`src/rtl/uart_tx_arbiter_pkg.sv`:
```
// Shared definitions for the UART transmit arbiter: state encodings, default byte
// width and the rotate-priority search used by round-robin pickers.
package uart_pkg;

    localparam int DATA_W_DEFAULT = 8;

    localparam int ST_W = 1;
    localparam logic [ST_W-1:0] ST_IDLE = 1'b0;
    localparam logic [ST_W-1:0] ST_XFER = 1'b1;

    // Widest requester vector the search supports; narrower users zero-extend.
    localparam int MAX_REQ   = 8;
    localparam int MAX_IDX_W = 3;
    localparam int PICK_W    = MAX_IDX_W + 1;

    // Returns {found, index} of the first set bit at ptr+1, ptr+2, ... modulo n.
    function automatic logic [PICK_W-1:0] rr_search(
        input logic [MAX_REQ-1:0] valid,
        input int unsigned        ptr,
        input int unsigned        n
    );
        logic                 found;
        logic [MAX_IDX_W-1:0] idx;
        int unsigned          j;
        found = 1'b0;
        idx   = '0;
        for (int unsigned k = 1; k <= MAX_REQ; k++) begin
            j = (ptr + k) % n;
            if (!found && (k <= n) && valid[j[MAX_IDX_W-1:0]]) begin
                found = 1'b1;
                idx   = j[MAX_IDX_W-1:0];
            end
        end
        return {found, idx};
    endfunction

endpackage

```
`src/rtl/uart_tx_arbiter_if.sv`:
```
// Requester-side and transmitter-side valid/ready handshakes of the UART arbiter.
interface uart_tx_arbiter_if
    import uart_pkg::*;
#(
    parameter int NUM_REQ = 4,
    parameter int DATA_W  = DATA_W_DEFAULT
);
    logic [NUM_REQ-1:0]        req_valid;
    logic [NUM_REQ*DATA_W-1:0] req_data;
    logic [NUM_REQ-1:0]        req_last;
    logic [NUM_REQ-1:0]        req_ready;
    logic                      tx_valid;
    logic [DATA_W-1:0]         tx_data;
    logic                      tx_ready;

    modport slave (
        input  req_valid, req_data, req_last, tx_ready,
        output req_ready, tx_valid, tx_data
    );

    modport master (
        output req_valid, req_data, req_last, tx_ready,
        input  req_ready, tx_valid, tx_data
    );
endinterface

```
`src/rtl/uart_tx_arbiter_rr_pick.sv`:
```
// Combinational round-robin selector: first requester after ptr, wrapping around.
module rr_pick
    import uart_pkg::*;
#(
    parameter int NUM_REQ = 4
) (
    input  logic [NUM_REQ-1:0]         req_valid,
    input  logic [$clog2(NUM_REQ)-1:0] ptr,
    output logic                       any,
    output logic [$clog2(NUM_REQ)-1:0] idx
);
    localparam int IDX_W = $clog2(NUM_REQ);

    logic [MAX_REQ-1:0] valid_ext;
    logic [PICK_W-1:0]  result;

    always_comb begin
        valid_ext                = '0;
        valid_ext[NUM_REQ-1:0]   = req_valid;
        result                   = rr_search(valid_ext, 32'(ptr), NUM_REQ);
        any                      = result[PICK_W-1];
        idx                      = IDX_W'(result[MAX_IDX_W-1:0]);
    end
endmodule

```
`src/rtl/uart_tx_arbiter.sv`:
```
// Shares one UART transmitter among NUM_REQ byte streams: round-robin grant that
// stays locked for a whole packet, revoked if the owner goes quiet for too long.
module uart_tx_arbiter
    import uart_pkg::*;
#(
    parameter int NUM_REQ      = 4,
    parameter int DATA_W       = DATA_W_DEFAULT,
    parameter int IDLE_TIMEOUT = 1024
) (
    input  logic                       clk,
    input  logic                       rst,
    uart_tx_arbiter_if.slave           bus,
    output logic [$clog2(NUM_REQ)-1:0] grant_id,
    output logic                       busy,
    output logic                       timeout
);
    localparam int IDX_W = $clog2(NUM_REQ);
    localparam int CNT_W = $clog2(IDLE_TIMEOUT + 1);
    localparam logic [CNT_W-1:0] CNT_LIMIT = CNT_W'(IDLE_TIMEOUT - 1);
    localparam logic [IDX_W-1:0] PTR_RESET = IDX_W'(NUM_REQ - 1);

    logic [ST_W-1:0]    state;
    logic [IDX_W-1:0]   ptr;
    logic [CNT_W-1:0]   idle_cnt;
    logic               tx_valid_q;
    logic [DATA_W-1:0]  tx_data_q;
    logic               pick_any;
    logic [IDX_W-1:0]   pick_idx;
    logic               own_valid;
    logic               own_last;
    logic [DATA_W-1:0]  own_data;
    logic               accept;
    logic [NUM_REQ-1:0] ready_vec;

    rr_pick #(
        .NUM_REQ (NUM_REQ)
    ) u_pick (
        .req_valid (bus.req_valid),
        .ptr       (ptr),
        .any       (pick_any),
        .idx       (pick_idx)
    );

    // Only the owner can be accepted, and only when the output register can take a byte.
    always_comb begin
        own_valid           = bus.req_valid[grant_id];
        own_last            = bus.req_last[grant_id];
        own_data            = bus.req_data[grant_id*DATA_W +: DATA_W];
        accept              = (state == ST_XFER) && own_valid && (!tx_valid_q || bus.tx_ready);
        ready_vec           = '0;
        ready_vec[grant_id] = accept;
    end

    assign bus.req_ready = ready_vec;
    assign bus.tx_valid  = tx_valid_q;
    assign bus.tx_data   = tx_data_q;

    always_ff @(posedge clk) begin
        if (rst) begin
            tx_valid_q <= 1'b0;
            tx_data_q  <= '0;
        end else if (accept) begin
            tx_valid_q <= 1'b1;
            tx_data_q  <= own_data;
        end else if (bus.tx_ready) begin
            tx_valid_q <= 1'b0;
        end
    end

    // The packet lock is released by a last byte or by the idle timer; the pending
    // output byte is left to drain on its own.
    always_ff @(posedge clk) begin
        if (rst) begin
            state    <= ST_IDLE;
            ptr      <= PTR_RESET;
            grant_id <= '0;
            busy     <= 1'b0;
            timeout  <= 1'b0;
            idle_cnt <= '0;
        end else begin
            timeout <= 1'b0;
            case (state)
                ST_IDLE: begin
                    idle_cnt <= '0;
                    if (pick_any) begin
                        grant_id <= pick_idx;
                        busy     <= 1'b1;
                        state    <= ST_XFER;
                    end
                end
                ST_XFER: begin
                    if (accept) begin
                        idle_cnt <= '0;
                        if (own_last) begin
                            state <= ST_IDLE;
                            ptr   <= grant_id;
                            busy  <= 1'b0;
                        end
                    end else if (!own_valid) begin
                        if (idle_cnt >= CNT_LIMIT) begin
                            timeout  <= 1'b1;
                            state    <= ST_IDLE;
                            ptr      <= grant_id;
                            busy     <= 1'b0;
                            idle_cnt <= '0;
                        end else begin
                            idle_cnt <= idle_cnt + 1'b1;
                        end
                    end
                end
                default: state <= ST_IDLE;
            endcase
        end
    end
endmodule

```
`src/flat_wrapper.sv`:
```
// flat-port wrapper written by rule: the top's interface ports become plain ports
module uart_tx_arbiter_flat import uart_pkg::*;
#(
    parameter int NUM_REQ      = 4,
    parameter int DATA_W       = DATA_W_DEFAULT,
    parameter int IDLE_TIMEOUT = 1024
)
  (clk, rst, grant_id, busy, timeout, bus_req_valid, bus_req_data, bus_req_last, bus_tx_ready, bus_req_ready, bus_tx_valid, bus_tx_data);
  uart_tx_arbiter_if #(.NUM_REQ(NUM_REQ), .DATA_W(DATA_W)) bus_i ();
  input  logic clk;
  input  logic rst;
  output logic [$clog2(NUM_REQ)-1:0] grant_id;
  output logic busy;
  output logic timeout;
  input wire logic [$bits(bus_i.req_valid)-1:0] bus_req_valid;
  input wire logic [$bits(bus_i.req_data)-1:0] bus_req_data;
  input wire logic [$bits(bus_i.req_last)-1:0] bus_req_last;
  input wire logic [$bits(bus_i.tx_ready)-1:0] bus_tx_ready;
  output wire logic [$bits(bus_i.req_ready)-1:0] bus_req_ready;
  output wire logic [$bits(bus_i.tx_valid)-1:0] bus_tx_valid;
  output wire logic [$bits(bus_i.tx_data)-1:0] bus_tx_data;
  assign bus_i.req_valid = bus_req_valid;
  assign bus_i.req_data = bus_req_data;
  assign bus_i.req_last = bus_req_last;
  assign bus_i.tx_ready = bus_tx_ready;
  assign bus_req_ready = bus_i.req_ready;
  assign bus_tx_valid = bus_i.tx_valid;
  assign bus_tx_data = bus_i.tx_data;
  uart_tx_arbiter #(.NUM_REQ(NUM_REQ), .DATA_W(DATA_W), .IDLE_TIMEOUT(IDLE_TIMEOUT)) u_core (.clk(clk), .rst(rst), .bus(bus_i), .grant_id(grant_id), .busy(busy), .timeout(timeout));
endmodule
```
`config.mk`:
```
export PLATFORM = sky130hd
export DESIGN_NAME = uart_tx_arbiter_flat
export DESIGN_NICKNAME = d
export VERILOG_FILES = /design/src/rtl/uart_tx_arbiter_pkg.sv /design/src/rtl/uart_tx_arbiter_if.sv /design/src/rtl/uart_tx_arbiter_rr_pick.sv /design/src/rtl/uart_tx_arbiter.sv /design/src/flat_wrapper.sv
export SDC_FILE = /design/constraint.sdc
export NUM_CORES = 1
export LEC_CHECK = 0
export ABC_AREA = 1
export CAP_MARGIN = 10
export CORE_MARGIN = 2
export CORE_UTILIZATION = 45
export CTS_CLUSTER_DIAMETER = 50
export CTS_CLUSTER_SIZE = 8
export DETAILED_ROUTE_END_ITERATION = 10
export GPL_TIMING_DRIVEN = 0
export PLACE_DENSITY = 0.77
export SYNTH_ARGS = -nofsm -noshare
export SYNTH_HDL_FRONTEND = slang
export SYNTH_SLANG_ARGS = --single-unit
```
`constraint.sdc`:
```
create_clock -name clk -period 1.9 [get_ports clk]
set_input_delay 0.38 -clock clk [delete_from_list [all_inputs] [get_ports clk]]
set_output_delay 0.38 -clock clk [all_outputs]
set_load 0.005 [all_outputs]
```
==> reports/qor.txt <==
PWR
----------------------------------------------------------------------------------
Power share of the combinational group ..............................        45.6%
Power per cell area .................................................   709 nW/µm²
Clock network fraction of total power ...............................        18.0%
Sequential fraction of design power .................................        36.4%
Net switching power of the design ...................................     0.658 mW
Fraction of power spent switching nets ..............................        36.6%
Maximum resistive drop on vdd .......................................       579 µV
Pleak ...............................................................      1.10 nW
Cell internal power dissipation .....................................      1.14 mW

YOSYS
----------------------------------------------------------------------------------
Number of synthesized flops with an enable pin ......................            0
Cells after synthesis ...............................................          268
Async set-reset flop share out of synthesis .........................           0%
Post-synthesis average cell area ....................................     6.80 µm²
Sequential area share after synthesis ...............................        29.6%
Yosys Warn Count ....................................................            0
Largest family of logic cells by synthesized area ................... simple AND/OR/NAND/NOR gates
Post-synth cell types ...............................................           36
Share of cell area taken by muxes after synthesis ...................       0.549%
Post-synthesis cell area ............................................     1820 µm²
XOR/XNOR share of the synthesized area ..............................        2.40%
Simple-gate share of the synthesized area ...........................        46.3%
Number of synthesized register bits .................................           27
Synth Flop Type ..................................................... sky130_fd_sc_hd__dfxtp_1
Mapped Nets .........................................................          312
Synthesized-area fraction occupied by adder cells ...................       0.686%
Complex-gate fraction of the synthesized area .......................        10.4%

TIMING
----------------------------------------------------------------------------------
Pin slew with the least headroom to its limit .......................       446 ps
Max Clock Skew ......................................................      1.62 ps
Post-route fraction of the period consumed by the critical path .....        94.3%
Time the worst path needs with I/O delays and setup .................      1790 ps
Max frequency .......................................................      558 MHz
Final Max Tran Viols ................................................            0
Worst setup margin ..................................................       109 ps
Hold Slack ..........................................................       467 ps
Total of endpoints with negative setup slack in the final report ....            0
Slew HR .............................................................        70.3%
Unrepaired setup endpoints after global routing .....................        false
Final Hold Viols ....................................................            0

PLACEMENT
----------------------------------------------------------------------------------
Total of buffers placed on input and output ports ...................           59
Dpl ws ..............................................................      -714 ps
DP Wirelength .......................................................      3410 µm
Post-placement cell area ............................................     2480 µm²
Placer congestion estimate ..........................................        0.762

CTS
----------------------------------------------------------------------------------
CTS tree ............................................................        built
Clock net sink count ................................................           27
Number of buffers between clock root and the deepest sink ...........            2
Number of H-tree levels .............................................            1
Clk pin slew, worst setup/hold paths ................................        90 ps
Clock buffers created by TritonCTS ..................................            3
Number of buffers inserted by hold repair at cts ....................            0
Clock latency of the later-clocked register in the worst-skew pair ..       270 ps
CTS Root Buffer Type ................................................ sky130_fd_sc_hd__clkbuf_8

ROUTE
----------------------------------------------------------------------------------
First-pass iteration count of the detailed router ...................            4
Routed wire per std cell ............................................      11.1 µm
Via count ...........................................................         1866
Final antenna-violating net count ...................................            0
Detailed-route DRC error count ......................................            0
Detailed-route vias per instance ....................................         4.87
Post-detailed-routing wire length ...................................      4270 µm
Detailed Route Iter0 Violations .....................................           95

FLOORPLAN
----------------------------------------------------------------------------------
Rows ................................................................           23
Width of the chip ...................................................      67.7 µm
Initial Utilization .................................................        46.2%
Overall die area ....................................................     4580 µm²
CORE AREA ...........................................................     3940 µm²
Boundary Pins .......................................................           60
Vertical die dimension ..............................................      67.7 µm

SETUP PATH
----------------------------------------------------------------------------------
R2r startpoint ...................................................... u_core.grant_id[0]
Cell breakdown of the critical path ................................. buf_6 -> inv_6 -> nand2_2 -> nand2_1 -> nand2_2 -> nand2_4 -> nand3_4 -> nor3_2 -> buf_2
Slowest stage cell on the critical path ............................. sky130_fd_sc_hd__dfxtp_2
Maximum fanout along the worst path .................................            5
Highest cell delay on the worst timing path .........................       330 ps
CP arrival ..........................................................      1410 ps
Startpoint types ....................................................     register
Capturing element type of the critical path .........................   output pin
Required time worst endpoint ........................................      1520 ps
CP Class ............................................................   reg -> out
Crit-path most repeated cell ........................................ sky130_fd_sc_hd__nand2_2
R2R cell count ......................................................           12
Critical path startpoint ............................................ u_core.grant_id[0]

WORST HOLD PATH
----------------------------------------------------------------------------------
Hold Startpoint ..................................................... u_core.bus.tx_data[7]
Hold crit path type .................................................   reg -> reg
Depth of the worst hold-timing path .................................            2

CELLS AND AREA
----------------------------------------------------------------------------------
Final net count .....................................................          378
Summed area of non-filler cells in the final layout .................     2530 µm²
Most common cell after layout, fill and taps aside .................. sky130_fd_sc_hd__nand2_1
Multi-input gate area ...............................................     1120 µm²
Share of final-layout standard cells stronger than drive strength 1 .        18.3%
Layout overhead on the synthesized area .............................        39.1%
Reg area ............................................................      542 µm²
Filler cell count ...................................................          370
Antenna diode count .................................................            0
Commonest cells after routing, fill and taps aside .................. 89 x sky130_fd_sc_hd__nand2_1, 51 x sky130_fd_sc_hd__clkdlybuf4s50_1, 26 x sky130_fd_sc_hd__dfxtp_1

GLOBAL ROUTING
----------------------------------------------------------------------------------
Wire length of the first global-routing pass ........................      7210 µm
Vias in the first global route ......................................         1690
Antenna violations before repair ....................................            0
Total global-route track usage ......................................        20.7%
Largest net degree at the start of global routing ...................           15
Sum of overflow across all layers after global routing ..............            0

OUTCOME
----------------------------------------------------------------------------------
Outcome ............................................................. finished, final reports clean

RUN
----------------------------------------------------------------------------------
Number of maximum-capacitance constraint violations .................            0

## sequential cells by signal (all words and copies together) (netlist names)
signal	cells
u_core.grant_id	2
u_core.bus.tx_valid	1
u_core.timeout	1
u_core.busy	1
u_core.ptr	2
u_core.state	1
u_core.bus.tx_data	8
u_core.idle_cnt	11
## kinds of logic after synthesis
logic type | after synthesis
mux | 1
fa+ha+maj | 1
simple gates | 170
compound gates | 30
xor+xnor | 5
flops | 27
buf+inv | 34
## cell usage after synthesis (2+ instances only)
library cell / number / area share, %
sky130_fd_sc_hd__clkinv_1: 2 / 0.41
sky130_fd_sc_hd__buf_6: 3 / 1.9
sky130_fd_sc_hd__nand3_2: 3 / 1.6
sky130_fd_sc_hd__nand3_4: 2 / 1.9
sky130_fd_sc_hd__xor2_1: 5 / 2.4
sky130_fd_sc_hd__a21oi_2: 2 / 0.96
sky130_fd_sc_hd__inv_4: 3 / 1.0
sky130_fd_sc_hd__o21a_1: 2 / 0.82
sky130_fd_sc_hd__nand2_4: 4 / 2.5
sky130_fd_sc_hd__nor2_2: 2 / 0.69
sky130_fd_sc_hd__nand3_1: 19 / 5.2
sky130_fd_sc_hd__dfxtp_1: 27 / 30
sky130_fd_sc_hd__o21ai_1: 3 / 0.82
sky130_fd_sc_hd__nand2_2: 15 / 5.1
sky130_fd_sc_hd__a22oi_1: 8 / 3.3
sky130_fd_sc_hd__nand4_1: 3 / 1.0
sky130_fd_sc_hd__nor2_1: 22 / 4.5
sky130_fd_sc_hd__inv_2: 3 / 0.62
sky130_fd_sc_hd__a21oi_1: 11 / 3.0
sky130_fd_sc_hd__nand2_1: 89 / 18
sky130_fd_sc_hd__nor3_1: 5 / 1.4
sky130_fd_sc_hd__nor2_4: 3 / 1.9
sky130_fd_sc_hd__inv_1: 19 / 3.9
## power groups by stage
stage / Clock, mW / Sequential, mW / Combinational [mW]
4_1_cts: 0.335 / 0.654 / 0.817
5_1_grt: 0.358 / 0.661 / 0.913
6_report: 0.324 / 0.655 / 0.820
3_5_place_dp: 0 / 0.667 / 0.807
2_1_floorplan: 0 / 0.667 / 0.522
3_3_place_gp: 0 / 0.666 / 0.800
## path summary, 6_finish.rpt
kind                                end  slack [ps]
setup / recovery       bus_req_ready[2]         110
hold / removal    u_core.bus.tx_data[7]         470
setup reg to reg          u_core.ptr[1]         290
hold reg to reg   u_core.bus.tx_data[7]         470
## through the flow
stage | utilization, % | power, mW | cells | setup TNS, ps
after floorplan | - | 1.19 | 268 | 0
after global placement | 62.8 | 1.47 | 377 | -2660
after detailed placement | 62.8 | 1.47 | 377 | -2740
after CTS | 64.2 | 1.81 | 382 | -9.80
after global routing | 64.3 | 1.93 | 383 | 0
final | 64.3 | 1.80 | 383 | 0
## metal layers
layer | share of wire [%] | GRT usage (%)
met3 | 7.2 | 6.83
met5 | 0 | 0
met2 | 47 | 34.8
met4 | 1.2 | 5.36
met1 | 44 | 25.2
## worst max-delay path: cells and delay by family (launching register included)
family | cells | cell delay (ps)
flip-flops | 1 | 330
buffers and inverters | 3 | 330
AND/OR/NAND/NOR | 6 | 470
## area by class of cell
| class | instances | share of cell area (%) |
|---|---|---|
| Multi-Input combinational cell | 207 | 44.3 |
| Timing Repair Buffer | 62 | 23.2 |
| Sequential cell | 27 | 21.4 |
| Inverter | 28 | 4.64 |
| Tap cell | 50 | 2.47 |
| Buffer | 5 | 2.27 |
| Clock buffer | 4 | 1.78 |
## repair_timing
action                                  4_1_cts  5_1_grt
buffers inserted                              2        1
hold endpoints to repair                      0        0
gates resized for setup                      25        2
endpoints found under the setup margin        4        3
pin swaps                                     2        4
No activity file was read; power rests on OpenSTA's default activity.
